## src/rtl/if_stim_seq.sv

```systemverilog
// if_stim_seq: drives A/B operand pairs into IfEnt, samples XOUT, builds a signature and compare-class counts
module if_stim_seq #(
    parameter int NBITS   = 8,
    parameter int CNTBITS = 16,
    parameter int SETTLE  = 1
) (
    input  logic               CLK,
    input  logic               RST,
    input  logic               START,
    input  logic [NBITS-1:0]   A_SEED,
    input  logic [NBITS-1:0]   B_SEED,
    input  logic [NBITS-1:0]   A_STEP,
    input  logic [NBITS-1:0]   B_STEP,
    input  logic [CNTBITS-1:0] COUNT,
    input  logic [NBITS-1:0]   XOUT,
    output logic [NBITS-1:0]   A,
    output logic [NBITS-1:0]   B,
    output logic               BUSY,
    output logic               DONE,
    output logic [NBITS-1:0]   SIG,
    output logic [CNTBITS-1:0] N_GT,
    output logic [CNTBITS-1:0] N_LT,
    output logic [CNTBITS-1:0] N_EQ
);
    localparam int SW = SETTLE > 1 ? $clog2(SETTLE) : 1;
    typedef enum logic [1:0] {IDLE, DRIVE, SAMPLE, FINISH} state_t;
    state_t             state;
    logic [NBITS-1:0]   a_step, b_step;
    logic [CNTBITS-1:0] rem;
    logic [SW-1:0]      settle;
    always_ff @(posedge CLK) begin
        if (RST) begin
            state  <= IDLE;
            A      <= '0;
            B      <= '0;
            SIG    <= '0;
            N_GT   <= '0;
            N_LT   <= '0;
            N_EQ   <= '0;
            BUSY   <= 1'b0;
            DONE   <= 1'b0;
            a_step <= '0;
            b_step <= '0;
            rem    <= '0;
            settle <= '0;
        end else begin
            DONE <= 1'b0;
            case (state)
                IDLE: if (START) begin
                    a_step <= A_STEP;
                    b_step <= B_STEP;
                    rem    <= COUNT;
                    settle <= SW'(SETTLE - 1);
                    A      <= A_SEED;
                    B      <= B_SEED;
                    SIG    <= '0;
                    N_GT   <= '0;
                    N_LT   <= '0;
                    N_EQ   <= '0;
                    BUSY   <= 1'b1;
                    DONE   <= COUNT == '0;
                    state  <= COUNT == '0 ? FINISH : DRIVE;
                end
                DRIVE: begin
                    settle <= settle != '0 ? settle - 1'b1 : settle;
                    state  <= settle != '0 ? DRIVE : SAMPLE;
                end
                SAMPLE: begin
                    SIG  <= {SIG[NBITS-2:0], SIG[NBITS-1]} ^ XOUT;
                    // increments stop at all-ones so long runs saturate instead of wrapping
                    N_GT <= N_GT + CNTBITS'(A > B && N_GT != '1);
                    N_LT <= N_LT + CNTBITS'(A < B && N_LT != '1);
                    N_EQ <= N_EQ + CNTBITS'(A == B && N_EQ != '1);
                    rem  <= rem - 1'b1;
                    if (rem == CNTBITS'(1)) begin
                        DONE  <= 1'b1;
                        state <= FINISH;
                    end else begin
                        A      <= A + a_step;
                        B      <= B + b_step;
                        settle <= SW'(SETTLE - 1);
                        state  <= DRIVE;
                    end
                end
                FINISH: begin
                    BUSY  <= 1'b0;
                    state <= IDLE;
                end
                default: state <= IDLE;
            endcase
        end
    end
endmodule

```

## config.mk

```make
export PLATFORM = sky130hd
export DESIGN_NAME = if_stim_seq
export DESIGN_NICKNAME = d
export VERILOG_FILES = /design/src/rtl/if_stim_seq.sv
export SDC_FILE = /design/constraint.sdc
export NUM_CORES = 1
export LEC_CHECK = 0
export CAP_MARGIN = 20
export CORE_MARGIN = 4
export CORE_UTILIZATION = 35
export DETAILED_ROUTE_END_ITERATION = 7
export PLACE_DENSITY = 0.61
export REMOVE_ABC_BUFFERS = 1
export SLEW_MARGIN = 5
export SYNTH_ARGS = -nofsm -noshare
export SYNTH_HDL_FRONTEND = slang
export SYNTH_SLANG_ARGS = --single-unit
```

## constraint.sdc

```tcl
create_clock -name CLK -period 5.1 [get_ports CLK]
set_input_delay 0.765 -clock CLK [delete_from_list [all_inputs] [get_ports CLK]]
set_output_delay 0.765 -clock CLK [all_outputs]
set_load 0.02 [all_outputs]
```

==> out/qor.yml, run 1 <==
status: "completed"
yosys_warnings: 0
detail_route.wl_per_cell_um: 16.8
fmax_ghz: 0.335
fin_ws_ns: 2.11
synth_top_area_cell: "dfxtp_1"
reg2reg_slack_ns: 2.11
rows: 47
gp_congestion: 0.846
seq_area_frac_synth_pct: 35.6
die_h_um: 140
clkPwrFrac_pct: 34.3
clockBufferDepth: 2
drtIter0Drc: 335
synth_mux_area_share_pct: 1.61
hold_viol: 0
seqPwrFrac_pct: 45.6
min_path_type: "reg -> reg"
switching_share_pct: 28.7
syn_area_um2: 6080
firstDrtPassIters: 5
place_ws_ns: 2.13
min_period_over_period_pct: 58.6
peakVddDrop_uv: 182
clock_sinks: 108
avgViaCountPerCell: 5.52
grt_pass1_vias: 5728
initial_core_util_pct: 36.1
slew_headroom_pct: 43.6
grtUsageTotal_pct: 18.3
synthTopCellsByArea: "dfxtp_1 (36%), ha_1 (6.2%), nand2_1 (5.4%)"
finalSetupViolations: 0
die_area_um2: 19500
globalRouteOverflowTotal: 0
fin_area_um2: 7850
htree_levels: 3
nets: 958
layout-drive-gt1-share_pct: 6.11
placed_area_um2: 7560
cp_max_fo: 7
root_buffer: "clkbuf_16"
synthAdderAreaFrac_pct: 6.83
yosysTopAreaCellShare_pct: 35.6
post_cts_buffers: 0
clock_latency_ns: 0.35
synth_edf_count: 0
antenna_found_initial: 0
grt_pass1_wl_mm: 29.7
power_density_nw_per_um2: 257
synth.distinct_cells: 63
critPathKind: "reg -> reg"
multi_input_area_um2: 3650
port_buffers: 132
p_int_mw: 1.44
drt_wl_total_mm: 18.3
postRouteAntennaNets: 0
cts_hold_buf: 0
critPathArrivalTime_ns: 3.27
rsz0062_at_grt: "no"
maxSlewViolCount: 0
grt_max_degree: 59
vias: 6002
final.setup_skew_ns: 0.00982
end_kind: "flop"
seq_area_um2: 2160
whs_ns: 0.461
nFillCells: 1690
synth_simple_gate_area_share_pct: 24.8
synth-xor-area-share_pct: 2.88
post-route-drc-count: 0
dp_hpwl_mm: 12.5
synth_seq_cells: 108
power_frac_comb_pct: 20.0
startpoint_type: "flop"
tns_ns: 0
worst_pin_slew_ns: 0.846
design.core.area_um2: 16800
boundaryPins: 133
leakage_nw: 2.71
area_growth_syn_to_layout_pct: 29.1
cp.required_ns: 5.38
avgSynthCellArea_um2: 8.00
die_w_um: 140
synth-main-ff-cell: "dfxtp_1"
final.min_clock_period_ns: 2.99
syn_inst: 760
switchingPower_mw: 0.580
tritoncts: "built"
synth-compound-area-share_pct: 23.6
cts_buffers: 9
maxCapViolCount: 0
clk_pin_slew_ns: 0.07
cts_resized: 0
synth-async-reset-ratio_pct: 0
antennaDiodeCount: 0
synth_top_family_by_area: "simple AND/OR/NAND/NOR gates"
==> stage by stage <==
step / std cells / total power [mW] / util [%]
floorplan: 714 / 1.17 / -
global placement: 1075 / 1.34 / 45.0
detailed placement: 1075 / 1.34 / 45.0
CTS: 1087 / 2.04 / 46.6
global route: 1088 / 2.11 / 46.7
finish: 1088 / 2.02 / 46.7
==> cells in the final DEF (no fill, tap or decap), types with 10 or more instances in the layout <==
| cell | n |
|---|---|
| nor2_1 | 83 |
| inv_1 | 24 |
| nand2_1 | 88 |
| nand3_1 | 29 |
| a311oi_1 | 12 |
| or3_1 | 12 |
| dfxtp_1 | 108 |
| a22oi_1 | 13 |
| a21oi_1 | 64 |
| a31oi_1 | 14 |
| xor2_1 | 13 |
| clkdlybuf4s50_1 | 131 |
| buf_4 | 10 |
| nand4_1 | 18 |
| nor3_1 | 23 |
| a211oi_1 | 13 |
| o21ai_0 | 34 |
| ha_1 | 30 |
==> critical path, stage by stage, from the launching register on <==
cell and delay (ns):
dfxtp_1 0.37, inv_1 0.09, ha_1 0.28, nor2b_1 0.13, o21a_1 0.15, o21ai_0 0.19, a211o_1 0.20, and3_1 0.18
ha_1 0.19, nand3_1 0.15, nor3_2 0.41, nand3_1 0.12, or3_1 0.31, a21oi_1 0.14
==> layer usage <==
metal | share of wire, % | global-route usage [%]
met3 | 6.3 | 4.80
met4 | 1.2 | 4.33
met1 | 47 | 24.9
met5 | 0 | 0
met2 | 45 | 29.1
==> area by class of cell <==
| type | instances | area share, % |
|---|---|---|
| multi-input combinational | 582 | 46.5 |
| sequential | 108 | 27.5 |
| timing repair buffer | 142 | 17.8 |
| tap | 220 | 3.51 |
| clock buffer | 10 | 3.04 |
| inverter | 24 | 1.15 |
| clock inverter | 2 | 0.494 |
==> cells by family (layout without fill, tap and decap cells) <==
group / count (synthesis) / in the layout
buffers and inverters: 70 / 178
AND/OR/NAND/NOR: 311 / 311
XOR/XNOR: 20 / 20
flip-flops: 108 / 108
adder cells (fa/ha/maj): 32 / 32
multiplexers: 9 / 9
AO/OA/AOI/OAI: 210 / 210
==> registers in the layout, indices dropped and copies added (netlist names) <==
register / count
A: 8
B: 8
BUSY: 1
DONE: 1
N_EQ: 16
N_GT: 16
N_LT: 16
SIG: 8
a_step: 8
b_step: 8
rem: 16
state: 2
==> power by group through the flow <==
stage          Clock, mW  Combinational (mW)  Sequential [mW]
5_1_grt            0.736               0.452            0.926
2_1_floorplan          0               0.219            0.947
3_5_place_dp           0               0.403            0.940
4_1_cts            0.713               0.405            0.921
3_3_place_gp           0               0.400            0.941
6_report           0.694               0.405            0.921
==> cells in the mapped netlist, drive strengths merged, types with 7 or more instances <==
cell type / instances
or3: 12
nand4: 18
nor2: 84
nor4: 10
ha: 30
a22oi: 13
a31oi: 14
a211oi: 22
nand2: 88
and3: 9
xor2: 13
clkbuf: 27
nand3: 29
a21oi: 64
xnor2: 7
a311oi: 16
dfxtp: 108
o21ai: 36
buf: 19
nor3: 25
nor2b: 8
nand2b: 7
inv: 24
==> final timing paths <==
path                                              from                endpoint  depth (start not counted)
worst min-delay path            b_step[4]$_SDFFE_PP0P_  b_step[4]$_SDFFE_PP0P_                          2
worst max register to register       B[1]$_SDFFE_PP0P_   N_LT[12]$_SDFFE_PP0P_                         13
worst max-delay path                 B[1]$_SDFFE_PP0P_   N_LT[12]$_SDFFE_PP0P_                         13
worst min register to register  b_step[4]$_SDFFE_PP0P_  b_step[4]$_SDFFE_PP0P_                          2
Power figures use the tool's default switching activity.
==> run 2, diff against run 1 <==
clock period = 2.9 ns   (was 5.1 ns; I/O delays follow)
==> run 2 against run 1 <==
  * Global-route usage is 0.51 points higher
  * Critical path type unchanged
  * Largest cell class unchanged
  * Sequential share of layout area is 0.61 points lower
  * Design area grew 2.3%
  * Largest power group unchanged
  * Total power is 78% higher
  * Routed wire length is 0.92% higher
  * Clock power up 79%
  * Fmax up 9.7%
  * Sequential power rose by 76%
  * First-iteration DRC count grew 13%
==> out/qor.yml, run 2 (same netlist as run 1, synthesis figures left out) <==
hold_viol: 0  # unchanged
peakVddDrop_uv: 286  # +57%
grt_max_degree: 46  # -22%
antennaDiodeCount: 0  # unchanged
grt_pass1_vias: 5775  # +0.82%
min_period_over_period_pct: 93.9  # +35 points
clockBufferDepth: 2  # unchanged
drtIter0Drc: 380  # +13%
dp_hpwl_mm: 13.0  # +3.5%
cp_cell_sequence: "inv_1 > ha_1 > nor2b_1 > o21a_1 > o21ai_1 > a211o_1 > and3_4 > ha_2 > nand3_2 > nor3_4 > buf_6 > nand4_1 > mux2_2 > nor2_1"
nets: 973  # +1.6%
initial_core_util_pct: 36.1  # unchanged
globalRouteMet3Util_pct: 6.04  # +1.2 points
rows: 47  # unchanged
cts_hold_buf: 0  # unchanged
design.core.area_um2: 16800  # unchanged
nFillCells: 1703  # +0.77%
use_met1_pct: 25.9  # +0.96 points
status: "completed"
critPathArrivalTime_ns: 3.02  # -0.25 ns
grt_pass1_wl_mm: 30.2  # +1.9%
port_buffers: 132  # unchanged
rsz0062_at_grt: "yes"
finalSetupViolations: 0  # unchanged
layout-drive-gt1-share_pct: 8.68  # +2.6 points
avgViaCountPerCell: 5.45  # -1.3%
maxCapViolCount: 0  # unchanged
area_growth_syn_to_layout_pct: 32.1
power_density_nw_per_um2: 447  # +74%
die_h_um: 140  # unchanged
htree_levels: 3  # unchanged
place_ws_ns: 0.0203  # -2.11 ns
clock_sinks: 108  # unchanged
fin_ws_ns: 0.176  # -1.94 ns
final.setup_skew_ns: 0.0108  # +0.000952 ns
fin_area_um2: 8030  # +2.3%
antenna_found_initial: 0  # unchanged
min_path_type: "in -> reg"
postRouteAntennaNets: 0  # unchanged
boundaryPins: 133  # unchanged
firstDrtPassIters: 5  # unchanged
grt_use_met2_pct: 29.3  # +0.13 points
whs_ns: 0.414  # -0.0464 ns
die_w_um: 140  # unchanged
worst_pin_slew_ns: 0.502  # -0.344 ns
leakage_nw: 2.83  # +4.5%
final.min_clock_period_ns: 2.72  # -0.263 ns
end_kind: "flop"
critPathKind: "reg -> reg"
maxSlewViolCount: 0  # unchanged
final_common_cell: "clkdlybuf4s50_1"
tns_ns: 0  # unchanged
layout_common_cells: "clkdlybuf4s50_1 (131), dfxtp_1 (107), nand2_1 (88)"
post-route-drc-count: 0  # unchanged
crit_path_max_incr_delay_ns: 0.32  # -0.09 ns
vias: 6029  # +0.45%
die_area_um2: 19500  # unchanged
globalRouteOverflowTotal: 0  # unchanged
startpoint_type: "flop"
fmax_ghz: 0.367  # +9.7%
cp_max_fo: 4  # -3
slew_headroom_pct: 65.7  # +22 points
clock_latency_ns: 0.36  # about the same
cts_buffers: 9  # unchanged
tritoncts: "built"
detail_route.wl_per_cell_um: 16.6  # -0.81%
layout.cells.non_filler: 1107  # +1.7%
grt.busiest_layer: "met2"
cp.required_ns: 3.20  # -2.18 ns
gp_congestion: 0.814  # -3.7%
root_buffer: "clkbuf_16"
cp_slowest_cell: "dfxtp_1"
clk_pin_slew_ns: 0.07  # about the same
drt_wl_total_mm: 18.4  # +0.92%
dpl.cell_count: 1089  # +1.3%
placed_area_um2: 7680  # +1.6%
grtUsageTotal_pct: 18.8  # +0.51 points
==> run 2: power breakdown <==
part,leakage [nW],total [mW],switching [mW],internal [mW]
sequential,0.881,1.62,0.0700,1.55
combinational,1.81,0.736,0.408,0.328
clock,0.143,1.24,0.583,0.659
==> run 2: area by class of cell <==
class | instances | area, µm² | share of cell area [%]
Multi-Input combinational cell | 582 | 3690 | 45.9
Tap cell | 220 | 275 | 3.43
Timing Repair Buffer | 157 | 1520 | 19.0
Clock buffer | 14 | 274 | 3.41
Clock inverter | 2 | 17.5 | 0.218
Inverter | 24 | 90.1 | 1.12
Sequential cell | 108 | 2160 | 26.9
==> run 2: timing repair <==
item | 4_1_cts | 5_1_grt
gates resized for setup | 0 | 11
setup endpoints to repair | 0 | 14
buffers inserted | 0 | 2
==> run 2: through the flow <==
stage	utilization (%)	power (mW)
finish	47.8	3.59
global route	47.8	3.78
CTS	47.4	3.63
detailed placement	45.7	2.38
global placement	45.7	2.38
floorplan	-	2.05
==> run 2: per-layer routing <==
layer | vias up | wire (µm)
met5 | - | 0
met4 | 0 | 158
met3 | 15 | 1260
met2 | 190 | 8260
met1 | 2783 | 8750
li1 | 3041 | -
==> run 2: worst paths after layout <==
check	from	to	slack (ns)	cells after the start
worst max-delay path	B[1]$_SDFFE_PP0P_	N_LT[9]$_SDFFE_PP0P_	0.18	14
worst min-delay path	RST	A[2]$_SDFFE_PP0P_	0.41	2
worst max register to register	B[1]$_SDFFE_PP0P_	N_LT[9]$_SDFFE_PP0P_	0.18	14
worst min register to register	a_step[5]$_SDFFE_PP0P_	a_step[5]$_SDFFE_PP0P_	0.46	2
==> run 2: critical path: cells and delay by family, from the launching register on <==
kind                       cells  cell delay, ns
and+or+nand+nor                6            0.90
AOI/OAI and AO/OA              3            0.48
adders and majority gates      2            0.46
DFF                            1            0.32
muxes                          1            0.28
buffers and inverters          2            0.21
